**config.mk**
```make
export PLATFORM = sky130hd
export DESIGN_NAME = filtro_teclado_fifo_flat
export DESIGN_NICKNAME = d
export VERILOG_FILES = /design/src/rtl/filtro_teclado_fifo_if.sv /design/src/rtl/filtro_teclado_fifo.sv /design/src/flat_wrapper.sv
export SDC_FILE = /design/constraint.sdc
export NUM_CORES = 1
export LEC_CHECK = 0
export ABC_AREA = 1
export BUFFER_PORTS_ARGS = -buffer_cell sky130_fd_sc_hd__buf_2
export CAP_MARGIN = 30
export CORE_MARGIN = 5
export CORE_UTILIZATION = 57
export DETAILED_ROUTE_END_ITERATION = 8
export GPL_TIMING_DRIVEN = 0
export PLACE_DENSITY = 0.86
export SLEW_MARGIN = 5
export SYNTH_ARGS = -nofsm -noshare
export SYNTH_HDL_FRONTEND = slang
export SYNTH_SLANG_ARGS = --single-unit
```
**constraint.sdc**
```tcl
create_clock -name reloj -period 2.3 [get_ports reloj]
set_input_delay 0.46 -clock reloj [delete_from_list [all_inputs] [get_ports reloj]]
set_output_delay 0.46 -clock reloj [all_outputs]
set_load 0.02 [all_outputs]
```
**src/rtl/filtro_teclado_fifo_if.sv**
```systemverilog
// Bus between the PS/2 receiver, the scan-code filter and the consumer.
// master = receiver/consumer side, slave = filtro_teclado_fifo.
interface filtro_teclado_fifo_if;
   logic [7:0] key_code;
   logic       got_code_tick;
   logic       bit_paridad;
   logic       leer;
   logic [7:0] dato_listo;
   logic       dato_valido;
   logic       tick;
   logic       error_paridad;
   logic       fifo_lleno;
   logic       desborde;
   logic [7:0] cont_errores;

   modport master (
      output key_code, got_code_tick, bit_paridad, leer,
      input  dato_listo, dato_valido, tick, error_paridad, fifo_lleno, desborde, cont_errores
   );

   modport slave (
      input  key_code, got_code_tick, bit_paridad, leer,
      output dato_listo, dato_valido, tick, error_paridad, fifo_lleno, desborde, cont_errores
   );
endinterface

```
**src/rtl/filtro_teclado_fifo.sv**
```systemverilog
// PS/2 scan-code filter: parity check, F0 break-sequence removal, key-table match,
// small FIFO of accepted codes and a hold-window output stage.
// Optional feature: define FILTRO_CONTEO_ERR_EN to build the saturating parity-error
// counter on cont_errores; otherwise cont_errores is tied to 8'h00.
module filtro_teclado_fifo #(
   parameter int                    NUM_KEYS    = 9,
   parameter logic [8*NUM_KEYS-1:0] KEY_TABLE   = 72'h05_06_04_0C_03_1D_1C_1B_23,
   parameter int                    FIFO_DEPTH  = 4,
   parameter int                    HOLD_CYCLES = 4
) (
   input logic                  reloj,
   input logic                  reset,
   filtro_teclado_fifo_if.slave bus
);

   localparam int AW = $clog2(FIFO_DEPTH);
   localparam int CW = (HOLD_CYCLES > 1) ? $clog2(HOLD_CYCLES) : 1;
   localparam logic [AW:0]   PTR_UNO = (AW + 1)'(1);
   localparam logic [CW-1:0] CNT_UNO = CW'(1);
   localparam logic [CW-1:0] CNT_FIN = CW'(HOLD_CYCLES - 1);

   typedef enum logic {
      ST_NORMAL,
      ST_BREAK
   } estado_t;

   // Registered receiver frame
   logic [7:0] code_q;
   logic       strobe_q;
   logic       paridad_ok_q;

   logic       trama_valida;
   logic       error_paridad;
   logic       en_tabla;

   estado_t    estado, estado_sig;
   logic       push_req;

   logic [7:0]  mem [FIFO_DEPTH];
   logic [AW:0] wr_ptr, rd_ptr;
   logic        vacia, llena, push, pop;

   logic [7:0]    dato_q;
   logic          valido_q;
   logic          tick_q;
   logic [CW-1:0] cnt_q;
   logic          desborde_q;

   // Capture the receiver strobe, code and parity verdict
   // NOTE: clocked state uses non-blocking (<=) so every flop samples pre-edge values.
   always_ff @(posedge reloj or negedge reset) begin
      if (!reset) begin
         code_q       <= 8'h00;
         strobe_q     <= 1'b0;
         paridad_ok_q <= 1'b0;
      end else begin
         code_q       <= bus.key_code;
         strobe_q     <= bus.got_code_tick;
         paridad_ok_q <= ^{bus.key_code, bus.bit_paridad};
      end
   end

   assign trama_valida  = strobe_q & paridad_ok_q;
   assign error_paridad = strobe_q & ~paridad_ok_q;

   // Match the registered code against the key table
   // NOTE: every always_comb output gets a default first so no latch is inferred.
   always_comb begin
      en_tabla = 1'b0;
      for (int i = 0; i < NUM_KEYS; i++) begin
         if (code_q == KEY_TABLE[8*i +: 8]) en_tabla = 1'b1;
      end
   end

   // Break FSM state register
   always_ff @(posedge reloj or negedge reset) begin
      if (!reset) estado <= ST_NORMAL;
      else        estado <= estado_sig;
   end

   // Break FSM next state: only valid-parity frames move it
   always_comb begin
      estado_sig = estado;
      if (trama_valida) begin
         case (estado)
            ST_NORMAL: if (code_q == 8'hF0) estado_sig = ST_BREAK;
            ST_BREAK:  estado_sig = ST_NORMAL;
            default:   estado_sig = ST_NORMAL;
         endcase
      end
   end

   // Break FSM output: request a push for accepted make codes
   always_comb begin
      push_req = 1'b0;
      if (trama_valida && estado == ST_NORMAL && code_q != 8'hF0 && code_q != 8'hE0)
         push_req = en_tabla;
   end

   assign vacia = (wr_ptr == rd_ptr);
   assign llena = (wr_ptr[AW] != rd_ptr[AW]) && (wr_ptr[AW-1:0] == rd_ptr[AW-1:0]);
   assign pop   = ~valido_q & ~vacia;
   assign push  = push_req & (~llena | pop);

   // FIFO storage write port
   // NOTE: storage is not reset; pointers alone define which entries are valid.
   always_ff @(posedge reloj) begin
      if (push) mem[wr_ptr[AW-1:0]] <= code_q;
   end

   // FIFO pointers and sticky overflow flag
   always_ff @(posedge reloj or negedge reset) begin
      if (!reset) begin
         wr_ptr     <= '0;
         rd_ptr     <= '0;
         desborde_q <= 1'b0;
      end else begin
         if (push) wr_ptr <= wr_ptr + PTR_UNO;
         if (pop)  rd_ptr <= rd_ptr + PTR_UNO;
         if (push_req && llena && !pop) desborde_q <= 1'b1;
      end
   end

   // Output stage: load a code into a hold window, end it on expiry or leer
   always_ff @(posedge reloj or negedge reset) begin
      if (!reset) begin
         dato_q   <= 8'h00;
         valido_q <= 1'b0;
         tick_q   <= 1'b0;
         cnt_q    <= '0;
      end else begin
         tick_q <= pop;
         if (pop) begin
            dato_q   <= mem[rd_ptr[AW-1:0]];
            valido_q <= 1'b1;
            cnt_q    <= '0;
         end else if (valido_q) begin
            if (bus.leer || cnt_q == CNT_FIN) begin
               dato_q   <= 8'h00;
               valido_q <= 1'b0;
               cnt_q    <= '0;
            end else begin
               cnt_q <= cnt_q + CNT_UNO;
            end
         end
      end
   end

`ifdef FILTRO_CONTEO_ERR_EN
   logic [7:0] cont_q;

   // Saturating count of parity-error pulses
   always_ff @(posedge reloj or negedge reset) begin
      if (!reset)                              cont_q <= 8'h00;
      else if (error_paridad && cont_q != 8'hFF) cont_q <= cont_q + 8'd1;
   end

   assign bus.cont_errores = cont_q;
`else
   assign bus.cont_errores = 8'h00;
`endif

   assign bus.dato_listo    = dato_q;
   assign bus.dato_valido   = valido_q;
   assign bus.tick          = tick_q;
   assign bus.error_paridad = error_paridad;
   assign bus.fifo_lleno    = llena;
   assign bus.desborde      = desborde_q;

endmodule

```
**src/flat_wrapper.sv**
```systemverilog
// flat-port wrapper written by rule: the top's interface ports become plain ports
module filtro_teclado_fifo_flat 
#(
   parameter int                    NUM_KEYS    = 9,
   parameter logic [8*NUM_KEYS-1:0] KEY_TABLE   = 72'h05_06_04_0C_03_1D_1C_1B_23,
   parameter int                    FIFO_DEPTH  = 4,
   parameter int                    HOLD_CYCLES = 4
)
  (reloj, reset, bus_key_code, bus_got_code_tick, bus_bit_paridad, bus_leer, bus_dato_listo, bus_dato_valido, bus_tick, bus_error_paridad, bus_fifo_lleno, bus_desborde, bus_cont_errores);
  filtro_teclado_fifo_if bus_i ();
  input logic reloj;
  input logic reset;
  input wire logic [$bits(bus_i.key_code)-1:0] bus_key_code;
  input wire logic [$bits(bus_i.got_code_tick)-1:0] bus_got_code_tick;
  input wire logic [$bits(bus_i.bit_paridad)-1:0] bus_bit_paridad;
  input wire logic [$bits(bus_i.leer)-1:0] bus_leer;
  output wire logic [$bits(bus_i.dato_listo)-1:0] bus_dato_listo;
  output wire logic [$bits(bus_i.dato_valido)-1:0] bus_dato_valido;
  output wire logic [$bits(bus_i.tick)-1:0] bus_tick;
  output wire logic [$bits(bus_i.error_paridad)-1:0] bus_error_paridad;
  output wire logic [$bits(bus_i.fifo_lleno)-1:0] bus_fifo_lleno;
  output wire logic [$bits(bus_i.desborde)-1:0] bus_desborde;
  output wire logic [$bits(bus_i.cont_errores)-1:0] bus_cont_errores;
  assign bus_i.key_code = bus_key_code;
  assign bus_i.got_code_tick = bus_got_code_tick;
  assign bus_i.bit_paridad = bus_bit_paridad;
  assign bus_i.leer = bus_leer;
  assign bus_dato_listo = bus_i.dato_listo;
  assign bus_dato_valido = bus_i.dato_valido;
  assign bus_tick = bus_i.tick;
  assign bus_error_paridad = bus_i.error_paridad;
  assign bus_fifo_lleno = bus_i.fifo_lleno;
  assign bus_desborde = bus_i.desborde;
  assign bus_cont_errores = bus_i.cont_errores;
  filtro_teclado_fifo #(.NUM_KEYS(NUM_KEYS), .KEY_TABLE(KEY_TABLE), .FIFO_DEPTH(FIFO_DEPTH), .HOLD_CYCLES(HOLD_CYCLES)) u_core (.reloj(reloj), .reset(reset), .bus(bus_i));
endmodule
```
# --- Yosys cells after proc, flatten, opt, wreduce, memory -nomap -nowiden ---
# Memory sizes are Yosys's and may differ from the RTL's.
# Index checks and enable logic that the tools add are counted.
op_classes:
  div: 0
  reduce_logical: 12
  n_addsub: 3
  eq_ne: 16
  n_shift: 0
  muxes: 23
  n_lt_le_gt_ge: 0
  n_mul: 0
  n_bitwise: 10
op_table:
  columns: ["cell", "n"]
  rows:
  - ["8-bit by 3-bit equality test with 1-bit output (second input constant)", 3]
  - ["8-bit by 5-bit equality test with 1-bit output (second input constant)", 3]
  - ["8-bit two-way mux", 3]
  - ["1-bit two-way mux", 16]
  - ["8-bit inequality test (second input constant)", 2]
  - ["9-bit parity", 1]
  - ["8-bit by 2-bit equality test with 1-bit output (second input constant)", 1]
  - ["8-bit by 4-bit equality test with 1-bit output (second input constant)", 1]
  - ["8-bit by 6-bit equality test with 1-bit output (second input constant)", 1]
  - ["8-bit equality test (second input constant)", 1]
  - ["3-bit by 1-bit adder with 3-bit output (second input constant)", 2]
  - ["1-bit logical AND", 6]
  - ["2-bit two-way mux", 3]
  - ["1-bit inverter", 5]
  - ["1-bit AND", 4]
  - ["2-bit nonzero test", 2]
  - ["3-bit equality test", 1]
  - ["2-bit by 1-bit adder with 2-bit output (second input constant)", 1]
  - ["2-bit equality test", 1]
  - ["2-bit equality test (second input constant)", 1]
  - ["1-bit one-hot mux with 2 select lines", 1]
  - ["2-bit AND reduction", 1]
  - ["1-bit logical NOT", 1]
  - ["1-bit logical OR", 1]
  - ["other kinds (2)", 2]
totals:
  latch_bits: 0
  memories: 1
  register_bits: 30
  ram_bits: 32
  rom_bits: 0
  output_inout_bits: 21
  elab_cells: 76
  input_bits: 13
mem_list:
  columns: ["name", "words", "width", "read_ports", "rd_clocked_by_memory_dff", "write_ports", "line_no", "rtl"]
  rows:
  - ["u_core.mem", 4, 8, 1, 0, 1, "filtro_teclado_fifo.sv:39", "logic [7:0] mem [FIFO_DEPTH];"]

# --- Logic depth before layout (Yosys ltp) ---
# Gate-level depths: netlist (run 1).
depth:
  word_depth: 14
  ltp_mapped: 10
  mapped_depth_nobuf: 10

# --- Worst setup path before layout (run 1) ---
# Ideal clock, no wire load.
synth_timing:
  path_type: "register to register"
  from: "reg u_core.code_q[7]"
  to: "mem u_core.mem[0][0], enable pin"
  arrival_ps: 1402
  required_time_ps: 1929
  path_stages_with_launch: 8
  synth_period_minus_slack_ps: 1773
  setup_ps: 371
  n_path_buf: 0
  setup_slack_ps: 527
  cell_sequence: "dfrtp_1 > nor2_1 > nand2_1 > nor2_1 > nand2_1 > nand2_1 > nand3_2 > nor2_1"
synth_via:
  elab_chain_len: 14
  elab_cells_between_ends: 26
  classes_between: "11 x eq/ne; 12 x mux; 1 x bitwise; 2 x reduce/logical"
synth_rtl:
  columns: ["item", "line_no", "rtl"]
  rows:
  - ["from (decl)", "filtro_teclado_fifo.sv:28", "logic [7:0] code_q;"]
  - ["from (signal assigned)", "filtro_teclado_fifo.sv:57", "code_q <= bus.key_code;"]
  - ["8-bit by 6-bit equality test with 1-bit output", "filtro_teclado_fifo.sv:71", "if (code_q == KEY_TABLE[8*i +: 8]) en_tabla = 1'b1;"]
  - ["1-bit two-way mux (9 in a row)", "filtro_teclado_fifo.sv:71", null]
  - ["1-bit two-way mux *", "filtro_teclado_fifo.sv:96", "if (trama_valida && estado == ST_NORMAL && code_q != 8'hF0 && code_q != 8'hE0)"]
  - ["1-bit AND *", "filtro_teclado_fifo.sv:103", "assign push = push_req & (~llena | pop);"]
  - ["1-bit two-way mux *", "filtro_teclado_fifo.sv:108", "if (push) mem[wr_ptr[AW-1:0]] <= code_q;"]
  - ["1-bit two-way mux (not written as such) *", "filtro_teclado_fifo.sv:108", null]
  - ["to (decl)", "filtro_teclado_fifo.sv:39", null]
# Mark *: on every way between the ends. The rest lies on a longest branch, timed or not.

# --- Worst setup path after layout (run 1) ---
layout_timing:
  from: "reg u_core.code_q[1]"
  to: "mem u_core.mem[3][7], enable pin"
# The elaborated chain is that of the path after synthesis.

==> run_results.csv, run 1 <==
group,metric,value,unit
timing,post-route-period-util,0.9633,
die,dieArea,6286,µm²
clock_network,ctsHtreeMaxLevel,3,
synth,yosysWarnings,0,
place,dp_hpwl,3586,µm
place,gp_congestion,0.7807,
synth,synth_xor_area_frac,0.03795,
timing,slew_viol_final,0,
critical_path,cp_cell_sequence,"inv_1 -> nand2_1 -> nor2_1 -> nand2_1 -> nand2_1 -> nor2_2 -> nand3_2 -> nor2_1",
drt,avgViaCountPerCell,5.145,
synth,synth-simple-area-share,0.1806,
timing,fmax,451.4,MHz
synth,syn_avg_cell_area,10.37,µm²
critical_path,cp_max_fo,8,
critical_path,critPathSlowestCell,"nor2_1",
synth,synthAdderAreaFrac,0.02743,
cells_and_area,final-instance-count-excl-fill,366,
pwr,power_density,1155,nW/µm²
critical_path,reg2reg_slack,0.08,ns
cells_and_area,final_net_count,326,
clock_network,cts-resized-gates,0,
synth,syn_area,2736,µm²
grt,use_met2,0.2938,
clock_network,cts.hold.buffers_added,0,
timing,finalHoldViolCount,0,
run_status,status,"complete, no violations",
run,max-cap-violations,0,
drt,routed-via-count,1883,
grt,grt_pass1_wl,8169,µm
cells_and_area,syn_to_final_growth,14.49,%
die,die_y,79.29,µm
clock_network,clock_sinks,62,
critical_path,arrival,2.18,ns
critical_path,required,2.26,ns
critical_path,critPathTopFamily,"simple AND/OR/NAND/NOR gates",
synth,synth-compound-area-share,0.05761,
grt,track_usage,0.1769,
drt,drt_iter0_markers,117,
grt,grt_start_max_net_pins,31,
critical_path,worstRegToRegCells,8,
timing,rsz0062_at_grt,"true",
die,chipWidth,79.29,µm
die,io_pins,34,
synth,ys.flop_type,"edfxtp_1",
cells_and_area,drive_gt1_frac,0.1923,
critical_path,cp_num_buf_inv,1,
timing,max_slew_margin,0.4867,
critical_path,r2r-end,"u_core.mem[3][7]",
critical_path,crit_top_cell,"nand2_1",
synth,async_reset_ff_frac,0.4839,
clock_network,cts_made_buffers,9,
critical_path,r2r_start,"u_core.code_q[1]",
timing,worst_pin_slew,0.7671,ns
synth,synthMuxAreaShare,0,
clock_network,post_cts_buffers,0,
drt,wl_per_cell,13.55,µm
grt,first_global_vias,1852,
grt,grtUsageMet3,0.06576,
timing,layout_min_cycle_time,2.216,ns
clock_network,cts_root_buf,"clkbuf_8",
synth,post-synth-top-area-cell,"edfxtp_1",
pwr,power_leakage,1.468,nW
clock_network,clock_path_buffers,2,
die,initial_core_util,0.5832,
timing,clock_skew,0.004273,ns
place,placed_area,2955,µm²
grt,grt_use_met1,0.1979,
drt,drcViolationCount,0,
clock_network,clkLatencyLatePin,0.33,ns
synth,yosys.cell_types.count,29,
critical_path,path_class,"reg2reg",
drt,drtAntennaViolNets,0,
cells_and_area,diodes,0,
synth,synth_top_family_by_area,"simple AND/OR/NAND/NOR gates",
timing,layout_setup_ws,0.08446,ns
synth,ys_seq_elements,62,
synth,yosys.cell_count.top_type,"nand2_1",
synth,synth.area.top_cells,"edfxtp_1, dfrtp_1, nand2_1, nor2_1, o21ai_0",
drt,wirelength,4960,µm
drt,drtPass1Iterations,4,
synth,postSynthCellCount,264,
place,pre_cts_slack,0.06773,ns
timing,final-setup-viol-count,0,
critical_path,startpoint_type,"register",
clock_network,cts_tree,"yes",
cells_and_area,utilization,0.6677,
synth,synthTopCellsByCount,"nand2_1, edfxtp_1, nor2_1",
grt,grt_antenna_before_repair,0,
die,core_area,4692,µm²
clock_network,clkSlewWorstSetupHoldPaths,0.06,ns
place,dpl.cell_count,350,
min_path,hold_path_class,"in2async",
critical_path,end_kind,"register",
die,row_count,25,
critical_path,critPathMaxStageDelay,0.63,ns
timing,worst_hold_slack,0.1441,ns
grt,grt_remaining_overflow,0,
synth,yosys.area.top_type_share,0.3512,
synth,ys_seq_area_frac,0.6255,
pwr,ir_drop,510.4,µV
cells_and_area,fin_area,3133,µm²
grt,top_usage_layer,"met2",
timing,fin_setup_tns,0,ns
synth,synth_edf_count,32,
place,io_buffers,25,
pwr,finalPower,3.618,mW
[worst reg2reg max path: cells and delay by family, from the launching register on]
kind | cells | cell delay [ns]
simple gates | 7 | 1.29
flops | 1 | 0.46
buf+inv | 1 | 0.09
[flip-flops by register name (all words and copies together) (netlist names)]
signal	count
u_core.bus.tick	1
u_core.bus.desborde	1
u_core.code_q	8
u_core.mem	32
u_core.strobe_q	1
u_core.estado	1
u_core.bus.dato_listo	8
u_core.cnt_q	2
u_core.paridad_ok_q	1
u_core.wr_ptr	3
u_core.bus.dato_valido	1
u_core.rd_ptr	3
[cells in the final DEF, fill, tap and decap left out, types with 2 or more instances in the layout]
| master | count |
|---|---|
| buf_2 | 27 |
| buf_4 | 8 |
| buf_6 | 2 |
| clkbuf_8 | 11 |
| clkinv_2 | 4 |
| conb_1 | 8 |
| dfrtp_1 | 30 |
| edfxtp_1 | 32 |
| ha_1 | 6 |
| inv_1 | 24 |
| nand2_1 | 62 |
| nand3_1 | 11 |
| nand4_1 | 5 |
| nor2_1 | 31 |
| nor2_2 | 2 |
| o21ai_0 | 18 |
| o22ai_1 | 8 |
| xnor2_1 | 6 |
| xor2_1 | 4 |
[worst max path at each step]
stage / endpoint / slack [ns] / depth (start not counted) / start
CTS: u_core.mem[0][7] / 0.03 / 8 / u_core.code_q[3]
floorplan: u_core.mem[0][0] / 0.53 / 7 / u_core.code_q[7]
global route: u_core.mem[3][6] / -0.11 / 8 / u_core.code_q[1]
global placement: u_core.mem[3][3] / 0.14 / 8 / u_core.code_q[1]
detailed placement: u_core.mem[0][2] / 0.07 / 8 / u_core.code_q[3]
finish: u_core.mem[3][7] / 0.08 / 8 / u_core.code_q[1]
[logic make-up (layout without fill, tap and decap cells)]
logic type,Yosys count,after routing
and+or+nand+nor,117,117
DFF,62,62
buffers and inverters,38,79
AOI/OAI and AO/OA,29,29
xor gates and xnor gates,11,11
adders and majority gates,6,6
other,1,8
[where the power goes]
part	leakage (nW)	switching [mW]	total [mW]	internal [mW]
logic	0.712	0.827	1.31	0.482
clock network	0.0963	0.389	0.826	0.438
registers	0.660	0.142	1.48	1.34
total	1.47	1.36	3.62	2.26
[per-layer routing]
metal	part of all wire	up-vias	wire length [µm]
met3	0.066	7	326
li1	-	934	-
met1	0.40	885	1998
met2	0.52	57	2555
met4	0.016	0	80
met5	0	-	0
[cell type report]
type	instances	area (µm²)
repair buffers	25	125.1
clock inverters	5	23.77
clock buffers	11	151.4
inverters	25	93.84
plain buffers	13	96.34
well taps	54	67.56
flip-flops and latches	62	1712
multi-input cells	171	863.3
fillers	371	1559
Note: power is estimated with default switching activity, not from simulation.
==> run 2, diff against run 1 <==
==> constraint.sdc (replaced) <==
create_clock -name reloj -period 2.3 [get_ports reloj]
set_input_delay 0 -clock reloj [delete_from_list [all_inputs] [get_ports reloj]]
set_output_delay 0 -clock reloj [all_outputs]
set_load 0.02 [all_outputs]
==> run_results.csv, run 2 (synthesis results as in run 1) <==
group,metric,value,unit
place,dp_hpwl,3586,µm
cells_and_area,n_fill_cell,352,
clock_network,clkSlewWorstSetupHoldPaths,0.07,ns
grt,track_usage,0.1852,
drt,wl_met2,2717,µm
cells_and_area,drive_gt1_frac,0.1858,
timing,worst_pin_slew,0.7553,ns
die,row_count,25,
pwr,seqPwrFrac,0.408,
run,max-cap-violations,0,
die,dieArea,6286,µm²
drt,wl_per_cell,13.73,µm
critical_path,cp_max_fo,8,
drt,top_layer_used,"met4",
timing,layout_setup_ws,0.08177,ns
drt,drtAntennaViolNets,0,
pwr,power_density,1122,nW/µm²
cells_and_area,final_net_count,337,
pwr,power_leakage,1.514,nW
drt,avgViaCountPerCell,5.154,
timing,fmax,450.8,MHz
place,io_buffers,25,
drt,wl_met1,2062,µm
die,die_y,79.29,µm
pwr,intPower,2.273,mW
timing,rsz0062_at_grt,"true",
drt,drtPass1Iterations,4,
cells_and_area,largest_register_ffs,32,
timing,worst_hold_slack,0.2144,ns
grt,grt_remaining_overflow,0,
critical_path,end_kind,"register",
grt,first_global_vias,1968,
clock_network,post_cts_buffers,0,
pwr,switching_share,0.3756,
cells_and_area,diodes,0,
run_status,status,"complete, no violations",
timing,post-route-period-util,0.9644,
clock_network,cts_tree,"yes",
clock_network,cts_made_buffers,9,
grt,grt_antenna_before_repair,0,
pwr,switchingPower,1.367,mW
timing,fin_setup_tns,0,ns
cells_and_area,syn_to_final_growth,18.52,%
cells_and_area,mostFrequentLayoutCell,"nand2_1",
drt,wl_met3,314,µm
grt,grt_pass1_wl,8597,µm
die,initial_core_util,0.5832,
drt,routed-via-count,1943,
timing,clock_skew,0.004804,ns
drt,wirelength,5176,µm
place,pre_cts_slack,0.06773,ns
die,io_pins,34,
place,gp_congestion,0.7807,
timing,finalHoldViolCount,0,
timing,final-setup-viol-count,0,
die,chipWidth,79.29,µm
drt,drcViolationCount,0,
drt,drt_iter0_markers,126,
timing,slew_viol_final,0,
clock_network,ctsHtreeMaxLevel,3,
clock_network,cts_root_buf,"clkbuf_8",
clock_network,clkLatencyLatePin,0.33,ns
pwr,ir_drop,526.4,µV
timing,max_slew_margin,0.4946,
critical_path,arrival,2.18,ns
pwr,pwr-share-comb,0.364,
critical_path,startpoint_type,"register",
critical_path,required,2.26,ns
die,core_area,4692,µm²
cells_and_area,most-common-layout-cells,"nand2_1, edfxtp_1, nor2_1",
min_path,hold_path_class,"in2async",
timing,layout_min_cycle_time,2.218,ns
grt,grt_start_max_net_pins,31,
pwr,clockPowerShare,0.228,
critical_path,path_class,"reg2reg",
clock_network,clock_sinks,62,
clock_network,clock_path_buffers,2,
run 2: cell types whose count changed in the layout (fill, tap and decap cells not counted):
cell           before  now
dlygate4sd3_1       0   11
run 2: what timing repair did:
action	CTS	global route
setup endpoints to repair	0	32
hold endpoints to repair	42	0
gates resized for setup	0	1
hold buffers	11	0
run 2: metal layers:
metal,GRT usage,vias up
met5,0,-
met4,0.09278,0
met3,0.06576,7
met2,0.3157,56
met1,0.2039,920
li1,-,960
run 2: path summary, 6_finish.rpt:
kind | from | endpoint | slack [ns] | cells after the start
worst max-delay path | u_core.code_q[2] | u_core.mem[3][7] | 0.08 | 8
worst min-delay path | reset | u_core.bus.dato_listo[3] | 0.21 | 2
worst max register to register | u_core.code_q[2] | u_core.mem[3][7] | 0.08 | 8
worst min register to register | u_core.bus.dato_listo[4] | u_core.bus.dato_listo[4] | 0.49 | 2
max in group asynchronous | reset | u_core.code_q[1] | 1.66 | 2
min in group reloj | bus_bit_paridad | u_core.paridad_ok_q | 0.23 | 7
run 2: power by group through the flow:
stage	clock network, mW	logic (mW)	registers [mW]
final	0.831	1.33	1.48
after global routing	0.904	1.48	1.50
after global placement	0	1.24	1.49
after detailed placement	0	1.31	1.51
after floorplan	0	0.871	1.58
after CTS	0.851	1.34	1.48
run 2: critical path, stage by stage, from the launching register on:
cell and delay (ns):
dfrtp_1 0.43, inv_1 0.12, nand2_1 0.09, nor2_1 0.06
nand2_1 0.07, nand2_1 0.06, nor2_2 0.19, nand3_2 0.19
nor2_1 0.62
run 2: area by class of cell:
| cell class | instances | area, µm² | share of cell area |
|---|---|---|---|
| plain buffers | 13 | 96.34 | 0.02971 |
| flip-flops and latches | 62 | 1712 | 0.5278 |
| inverters | 25 | 93.84 | 0.02894 |
| repair buffers | 36 | 235.2 | 0.07253 |
| clock inverters | 5 | 23.77 | 0.007330 |
| well taps | 54 | 67.56 | 0.02083 |
| multi-input cells | 171 | 863.3 | 0.2662 |
| clock buffers | 11 | 151.4 | 0.04668 |
run 2: metrics by stage:
step | std cells | utilization | power [mW] | instance area (µm²)
final | 377 | 0.6912 | 3.640 | 3243
after global routing | 377 | 0.6912 | 3.889 | 3243
after floorplan | 271 | - | 2.447 | 2763
after CTS | 377 | 0.6907 | 3.671 | 3241
after detailed placement | 350 | 0.6299 | 2.819 | 2955
after global placement | 350 | 0.6299 | 2.727 | 2955
